`config.mk`:
```
export PLATFORM = sky130hd
export DESIGN_NAME = active_list_flat
export DESIGN_NICKNAME = d
export VERILOG_FILES = /design/src/rtl/active_list_if.sv /design/src/rtl/active_list.sv /design/src/flat_wrapper.sv
export SDC_FILE = /design/constraint.sdc
export NUM_CORES = 1
export LEC_CHECK = 0
export CAP_MARGIN = 20
export CORE_MARGIN = 5
export CORE_UTILIZATION = 50
export DETAILED_ROUTE_END_ITERATION = 12
export MAX_ROUTING_LAYER = met4
export PLACE_DENSITY = 0.67
export SYNTH_ARGS = -nofsm -noshare
export SYNTH_HDL_FRONTEND = slang
export SYNTH_SLANG_ARGS = --single-unit
```
`constraint.sdc`:
```
create_clock -name clk -period 8.2 [get_ports clk]
set_input_delay 0.82 -clock clk [delete_from_list [all_inputs] [get_ports clk]]
set_output_delay 0.82 -clock clk [all_outputs]
set_load 0.05 [all_outputs]
```
`src/rtl/active_list_if.sv`:
```
// Active list port bundle: rename allocation, writeback,
// squash and graduation signals between the ROB and the core.
interface active_list_if #(
  parameter int AL_SIZE = 32,
  parameter int PREG_W  = 6
);
  localparam int IDX_W = $clog2(AL_SIZE);

  logic              alloc_valid;
  logic              alloc_uses_rd;
  logic [PREG_W-1:0] alloc_rd;
  logic [PREG_W-1:0] alloc_old_rd;
  logic              alloc_ready;
  logic [IDX_W-1:0]  alloc_idx;

  logic              wb0_valid;
  logic [IDX_W-1:0]  wb0_al_idx;
  logic              wb1_valid;
  logic [IDX_W-1:0]  wb1_al_idx;

  logic              squash_valid;
  logic [IDX_W-1:0]  squash_al_idx;

  logic              grad_valid;
  logic [IDX_W-1:0]  grad_al_idx;
  logic              grad_uses_rd;
  logic [PREG_W-1:0] grad_rd;
  logic [PREG_W-1:0] grad_old_rd;

  logic [IDX_W:0]    count;
  logic              empty;

  modport master (
    output alloc_valid, alloc_uses_rd,
    output alloc_rd, alloc_old_rd,
    input  alloc_ready, alloc_idx,
    output wb0_valid, wb0_al_idx,
    output wb1_valid, wb1_al_idx,
    output squash_valid, squash_al_idx,
    input  grad_valid, grad_al_idx,
    input  grad_uses_rd, grad_rd,
    input  grad_old_rd, count, empty
  );

  modport slave (
    input  alloc_valid, alloc_uses_rd,
    input  alloc_rd, alloc_old_rd,
    output alloc_ready, alloc_idx,
    input  wb0_valid, wb0_al_idx,
    input  wb1_valid, wb1_al_idx,
    input  squash_valid, squash_al_idx,
    output grad_valid, grad_al_idx,
    output grad_uses_rd, grad_rd,
    output grad_old_rd, count, empty
  );
endinterface

```
`src/rtl/active_list.sv`:
```
// In-order active list (reorder buffer): allocates at tail,
// completes via two writeback ports, retires from head.
module active_list #(
  parameter int AL_SIZE = 32,
  parameter int PREG_W  = 6
) (
  input  logic         clk,
  input  logic         n_rst,
  active_list_if.slave al
);
  localparam int IDX_W = $clog2(AL_SIZE);

  typedef logic [IDX_W-1:0] idx_t;
  typedef logic [IDX_W:0]   ptr_t;

  typedef struct packed {
    logic              uses_rd;
    logic [PREG_W-1:0] rd;
    logic [PREG_W-1:0] old_rd;
  } ent_t;

  ptr_t             head_q, head_d;
  ptr_t             tail_q, tail_d;
  logic [AL_SIZE-1:0] done_q, done_d;
  ent_t             ent_q [AL_SIZE];
  ent_t             ent_d [AL_SIZE];
  logic             gv_q, gv_d;
  idx_t             gidx_q, gidx_d;
  ent_t             gent_q, gent_d;

  ptr_t count;
  logic full;
  logic empty;
  idx_t head_i;
  idx_t tail_i;

  assign count  = tail_q - head_q;
  assign full   = (count == ptr_t'(AL_SIZE));
  assign empty  = (count == '0);
  assign head_i = head_q[IDX_W-1:0];
  assign tail_i = tail_q[IDX_W-1:0];

  // Distance of an index from the head (age order).
  function automatic idx_t age(idx_t i, idx_t h);
    return i - h;
  endfunction

  function automatic logic live(idx_t i, idx_t h, ptr_t c);
    return {1'b0, age(i, h)} < c;
  endfunction

  idx_t sq_off;
  ptr_t sq_ext;
  logic sq_hit;
  logic wb0_ok;
  logic wb1_ok;
  logic grad_fire;
  logic alloc_fire;

  assign sq_off = age(al.squash_al_idx, head_i);
  assign sq_ext = {1'b0, sq_off};
  assign sq_hit = al.squash_valid
    && live(al.squash_al_idx, head_i, count);

  // Writebacks to squashed-away entries are dropped.
  assign wb0_ok = al.wb0_valid
    && live(al.wb0_al_idx, head_i, count)
    && (!sq_hit
        || age(al.wb0_al_idx, head_i) <= sq_off);
  assign wb1_ok = al.wb1_valid
    && live(al.wb1_al_idx, head_i, count)
    && (!sq_hit
        || age(al.wb1_al_idx, head_i) <= sq_off);

  assign grad_fire  = !empty && done_q[head_i];
  assign alloc_fire = al.alloc_valid && !full
    && !al.squash_valid;

  // Next-state: completion, retirement, squash, allocation.
  always_comb begin
    head_d = head_q;
    tail_d = tail_q;
    done_d = done_q;
    ent_d  = ent_q;
    gv_d   = 1'b0;
    gidx_d = gidx_q;
    gent_d = gent_q;
    if (wb0_ok) done_d[al.wb0_al_idx] = 1'b1;
    if (wb1_ok) done_d[al.wb1_al_idx] = 1'b1;
    if (grad_fire) begin
      gv_d   = 1'b1;
      gidx_d = head_i;
      gent_d = ent_q[head_i];
      head_d = head_q + ptr_t'(1);
    end
    if (sq_hit) begin
      tail_d = head_q + sq_ext + ptr_t'(1);
    end else if (alloc_fire) begin
      ent_d[tail_i].uses_rd = al.alloc_uses_rd;
      ent_d[tail_i].rd      = al.alloc_rd;
      ent_d[tail_i].old_rd  = al.alloc_old_rd;
      done_d[tail_i]        = 1'b0;
      tail_d                = tail_q + ptr_t'(1);
    end
  end

  // Control state and graduation outputs, sync reset.
  always_ff @(posedge clk) begin
    if (!n_rst) begin
      head_q <= '0;
      tail_q <= '0;
      done_q <= '0;
      gv_q   <= 1'b0;
      gidx_q <= '0;
      gent_q <= '0;
    end else begin
      head_q <= head_d;
      tail_q <= tail_d;
      done_q <= done_d;
      gv_q   <= gv_d;
      gidx_q <= gidx_d;
      gent_q <= gent_d;
    end
  end

  // Entry payload needs no reset: done bits gate its use.
  always_ff @(posedge clk) begin
    ent_q <= ent_d;
  end

  assign al.alloc_ready  = !full;
  assign al.alloc_idx    = tail_i;
  assign al.count        = count;
  assign al.empty        = empty;
  assign al.grad_valid   = gv_q;
  assign al.grad_al_idx  = gidx_q;
  assign al.grad_uses_rd = gent_q.uses_rd;
  assign al.grad_rd      = gent_q.rd;
  assign al.grad_old_rd  = gent_q.old_rd;
endmodule

```
`src/flat_wrapper.sv`:
```
// flat-port wrapper written by rule: the top's interface ports become plain ports
module active_list_flat 
#(
  parameter int AL_SIZE = 32,
  parameter int PREG_W  = 6
)
  (clk, n_rst, al_alloc_valid, al_alloc_uses_rd, al_alloc_rd, al_alloc_old_rd, al_alloc_ready, al_alloc_idx, al_wb0_valid, al_wb0_al_idx, al_wb1_valid, al_wb1_al_idx, al_squash_valid, al_squash_al_idx, al_grad_valid, al_grad_al_idx, al_grad_uses_rd, al_grad_rd, al_grad_old_rd, al_count, al_empty);
  active_list_if #(.AL_SIZE(AL_SIZE), .PREG_W(PREG_W)) al_i ();
  input  logic clk;
  input  logic n_rst;
  input wire logic [$bits(al_i.alloc_valid)-1:0] al_alloc_valid;
  input wire logic [$bits(al_i.alloc_uses_rd)-1:0] al_alloc_uses_rd;
  input wire logic [$bits(al_i.alloc_rd)-1:0] al_alloc_rd;
  input wire logic [$bits(al_i.alloc_old_rd)-1:0] al_alloc_old_rd;
  output wire logic [$bits(al_i.alloc_ready)-1:0] al_alloc_ready;
  output wire logic [$bits(al_i.alloc_idx)-1:0] al_alloc_idx;
  input wire logic [$bits(al_i.wb0_valid)-1:0] al_wb0_valid;
  input wire logic [$bits(al_i.wb0_al_idx)-1:0] al_wb0_al_idx;
  input wire logic [$bits(al_i.wb1_valid)-1:0] al_wb1_valid;
  input wire logic [$bits(al_i.wb1_al_idx)-1:0] al_wb1_al_idx;
  input wire logic [$bits(al_i.squash_valid)-1:0] al_squash_valid;
  input wire logic [$bits(al_i.squash_al_idx)-1:0] al_squash_al_idx;
  output wire logic [$bits(al_i.grad_valid)-1:0] al_grad_valid;
  output wire logic [$bits(al_i.grad_al_idx)-1:0] al_grad_al_idx;
  output wire logic [$bits(al_i.grad_uses_rd)-1:0] al_grad_uses_rd;
  output wire logic [$bits(al_i.grad_rd)-1:0] al_grad_rd;
  output wire logic [$bits(al_i.grad_old_rd)-1:0] al_grad_old_rd;
  output wire logic [$bits(al_i.count)-1:0] al_count;
  output wire logic [$bits(al_i.empty)-1:0] al_empty;
  assign al_i.alloc_valid = al_alloc_valid;
  assign al_i.alloc_uses_rd = al_alloc_uses_rd;
  assign al_i.alloc_rd = al_alloc_rd;
  assign al_i.alloc_old_rd = al_alloc_old_rd;
  assign al_alloc_ready = al_i.alloc_ready;
  assign al_alloc_idx = al_i.alloc_idx;
  assign al_i.wb0_valid = al_wb0_valid;
  assign al_i.wb0_al_idx = al_wb0_al_idx;
  assign al_i.wb1_valid = al_wb1_valid;
  assign al_i.wb1_al_idx = al_wb1_al_idx;
  assign al_i.squash_valid = al_squash_valid;
  assign al_i.squash_al_idx = al_squash_al_idx;
  assign al_grad_valid = al_i.grad_valid;
  assign al_grad_al_idx = al_i.grad_al_idx;
  assign al_grad_uses_rd = al_i.grad_uses_rd;
  assign al_grad_rd = al_i.grad_rd;
  assign al_grad_old_rd = al_i.grad_old_rd;
  assign al_count = al_i.count;
  assign al_empty = al_i.empty;
  active_list #(.AL_SIZE(AL_SIZE), .PREG_W(PREG_W)) u_core (.clk(clk), .n_rst(n_rst), .al(al_i));
endmodule
```
==> qor.txt <==
Setup-failing EPs final = 0
DRT iter0 DRCs = 1449
Core footprint = 43100 µm²
Share of cells above drive strength 1 = 0.211
Initial core utilization = 0.505
# diodes = 0
DP Wirelength = 34.8 mm
Hold WC Path Type = reg2reg
Root Driver = clkbuf_16
CP Data Arrival Time = 4.52 ns
EDFF count, synth = 416
Post-layout instance area = 24800 µm²
CP max FO = 61
Register share of total power = 0.434
Fin nets = 1492
Buffers added on ports = 65
Leak = 8.38 nW
Die H = 219 µm
Num CTS Buffers = 47
Post-route ant nets = 0
CTS H-tree depth = 2
Largest stage delay, worst path = 0.98 ns
Dominant synthesized flop cell = edfxtp_1
Yosys warning count = 0
Initial antenna violation count = 0
DR WL/cell = 27.2 µm
Clock Sinks = 479
Synth cell types = 61
Peak supply drop = 0.180 mV
WP data required = 7.38 ns
Internal Power = 0.00447 W
Top Ports = 66
Crit path time final = 5.34 ns
CTS tree = yes
Sequential area share after synthesis = 0.633
Seq cells post-synth = 479
Syn Inst Count = 1357
Area Overhead vs Synth = 14.1%
Post-DP Area = 23000 µm²
Mapped Area = 21700 µm²
Startpoint Class = flop
Detailed-route DRC error count = 0
Die X = 219 µm
Crit end category = primary output
Maximum capacitance violations = 0
Post-CTS Hold Fix Bufs = 0
Post-CTS resize count = 0
Syn Area/Cell = 16.0 µm²
Via/cell ratio = 6.18
Overflow after GRT = 0
Least-Margin Pin Slew = 1.13 ns
CP cell instances = inv_1 -> ha_1 -> nand2b_4 -> a21oi_1 -> a31o_1 -> nor2_1 -> inv_2 -> nor2_1 -> clkdlybuf4s50_1
TritonRoute pass-1 iters = 5
Fillers = 3277
Total negative slack = 0 ns
Vias in the first global route = 12539
Switching share of power = 0.300
Clk slew on worst S/H paths = 0.06 ns
Largest net degree at the start of global routing = 62
Later-pin clock latency in the skew report = 0.58 ns
Slew Viols, Final = 0
Fin Hold WS = 0.495 ns
Final Util = 0.576
GRT Resource Usage Total = 0.241
Total wire length = 55.5 mm
Relative slew slack = 0.249
Critical-path top delay cell = dfxtp_4
Max Clk Rate = 0.187 GHz
Overall die area = 47800 µm²
Rows = 76
Final hold violations = 0
Critical path type = reg2out
Clock Path Buffers = 3
Post-CTS Setup Inserts = 0
Via count = 12592
Share of power burned in combinational logic = 0.230
Mapped Nets = 1435
Tcrit/Tclk final = 0.651
Placer Congestion = 0.963
Pwr per Cell Area = 257 nW/µm²
CP dominant cell by count = nor2_1
Global-route wire length before repair = 82.4 mm
Share of flip-flops with an asynchronous set or reset = 0
Psw = 0.00192 W
Worst Clk Skew = 0.0111 ns
RSZ-0062 raised after global routing = no
Outcome = finished, final reports clean
Clock share of power = 0.336
[layout by cell type (no fill, tap or decap), types with 5 or more instances in the layout]
master,instances
ha_1,39
clkdlybuf4s50_1,65
xnor2_1,14
clkinv_2,5
clkbuf_8,7
mux4_2,140
nor2_1,56
a21oi_1,16
clkinv_1,7
and2_1,77
nand2b_1,7
inv_1,27
clkbuf_16,48
nor2b_1,9
a2111oi_4,8
fa_1,5
nor3_2,16
buf_4,29
nor3_1,36
a221oi_1,31
nand2_1,50
a21o_1,6
and3_1,138
a311oi_1,13
clkbuf_1,13
buf_8,6
edfxtp_1,416
dfxtp_1,60
xor2_1,10
[per-layer routing]
layer  part of all wire  GRT usage  up-vias
li1                   -          -     5481
met1               0.41      0.334     6474
met2               0.49      0.380      555
met3              0.075     0.0404       82
met4              0.027     0.0607        0
met5                  0          -        -
[critical path, delay by kind of cell, from the launching register on]
family | cells | cell delay, ns
buffers and inverters | 3 | 1.54
AND/OR/NAND/NOR | 3 | 0.54
flip-flops | 1 | 0.98
AO/OA/AOI/OAI | 2 | 0.32
adder cells (fa/ha/maj) | 1 | 0.49
[through the flow]
step,setup WS (ns),total power (W),cells
4_1_cts,2.83,0.00640,2024
3_5_place_dp,2.99,0.00427,1937
2_1_floorplan,3.08,0.00382,1357
6_report,2.86,0.00639,2037
5_1_grt,2.61,0.00663,2037
3_3_place_gp,3.15,0.00425,1933
[registers in the layout, indices dropped and copies added, names as in the netlist]
signal                  flops
u_core.al.grad_valid        1
u_core.ent_q              416
u_core.tail_q               6
u_core.done_q              32
u_core.al.grad_rd           6
u_core.al.grad_old_rd       6
u_core.al.grad_uses_rd      1
u_core.al.grad_al_idx       5
u_core.head_q               6
[Yosys cell counts, types with 5 or more instances]
library cell | instances | area, µm²
dfxtp_1 | 63 | 1260
buf_4 | 8 | 60.1
clkbuf_1 | 69 | 259
and2_1 | 77 | 482
nand2_1 | 50 | 188
nor3_1 | 52 | 260
a21o_1 | 6 | 45.0
nor2_1 | 56 | 210
ha_1 | 39 | 488
nor2b_1 | 10 | 62.6
a21oi_1 | 16 | 80.1
fa_1 | 5 | 100
a311oi_1 | 13 | 114
inv_1 | 29 | 109
buf_2 | 20 | 100
a221oi_1 | 31 | 272
and3_1 | 138 | 863
nand2b_1 | 7 | 43.8
mux4_2 | 140 | 3150
a2111oi_4 | 8 | 220
edfxtp_1 | 416 | 12500
xnor2_1 | 14 | 123
xor2_1 | 10 | 87.6
[worst paths after layout]
kind                              end  cells after the start                      from  slack [ns]
max reg2reg         u_core.done_q[21]                     12          u_core.head_q[1]        3.06
min          u_core.al.grad_al_idx[3]                      2  u_core.al.grad_al_idx[3]        0.49
min reg2reg  u_core.al.grad_al_idx[3]                      2  u_core.al.grad_al_idx[3]        0.49
max                          al_empty                      9          u_core.head_q[1]        2.86
[kinds of logic after synthesis]
group | share of synthesized area
compound gates | 0.0501
xor+xnor | 0.0119
fa+ha+maj | 0.0287
buf+inv | 0.0258
flops | 0.633
mux | 0.147
simple gates | 0.104
[final cells by class]
class | count | area, µm² | share of cell area
Sequential cell | 479 | 13800 | 0.555
Multi-Input combinational cell | 745 | 7520 | 0.303
Clock buffer | 67 | 1320 | 0.0532
Timing Repair Buffer | 110 | 1160 | 0.0467
Tap cell | 585 | 732 | 0.0295
Clock inverter | 20 | 206 | 0.00832
Inverter | 31 | 116 | 0.00469
[power groups by stage]
stage | Combinational, W | Sequential (W) | Clock [W]
final | 0.00147 | 0.00277 | 0.00214
after floorplan | 0.000994 | 0.00282 | 0
after detailed placement | 0.00145 | 0.00283 | 0
after global placement | 0.00142 | 0.00282 | 0
after CTS | 0.00145 | 0.00278 | 0.00218
after global routing | 0.00157 | 0.00278 | 0.00229
No activity file was read; power rests on OpenSTA's default activity.
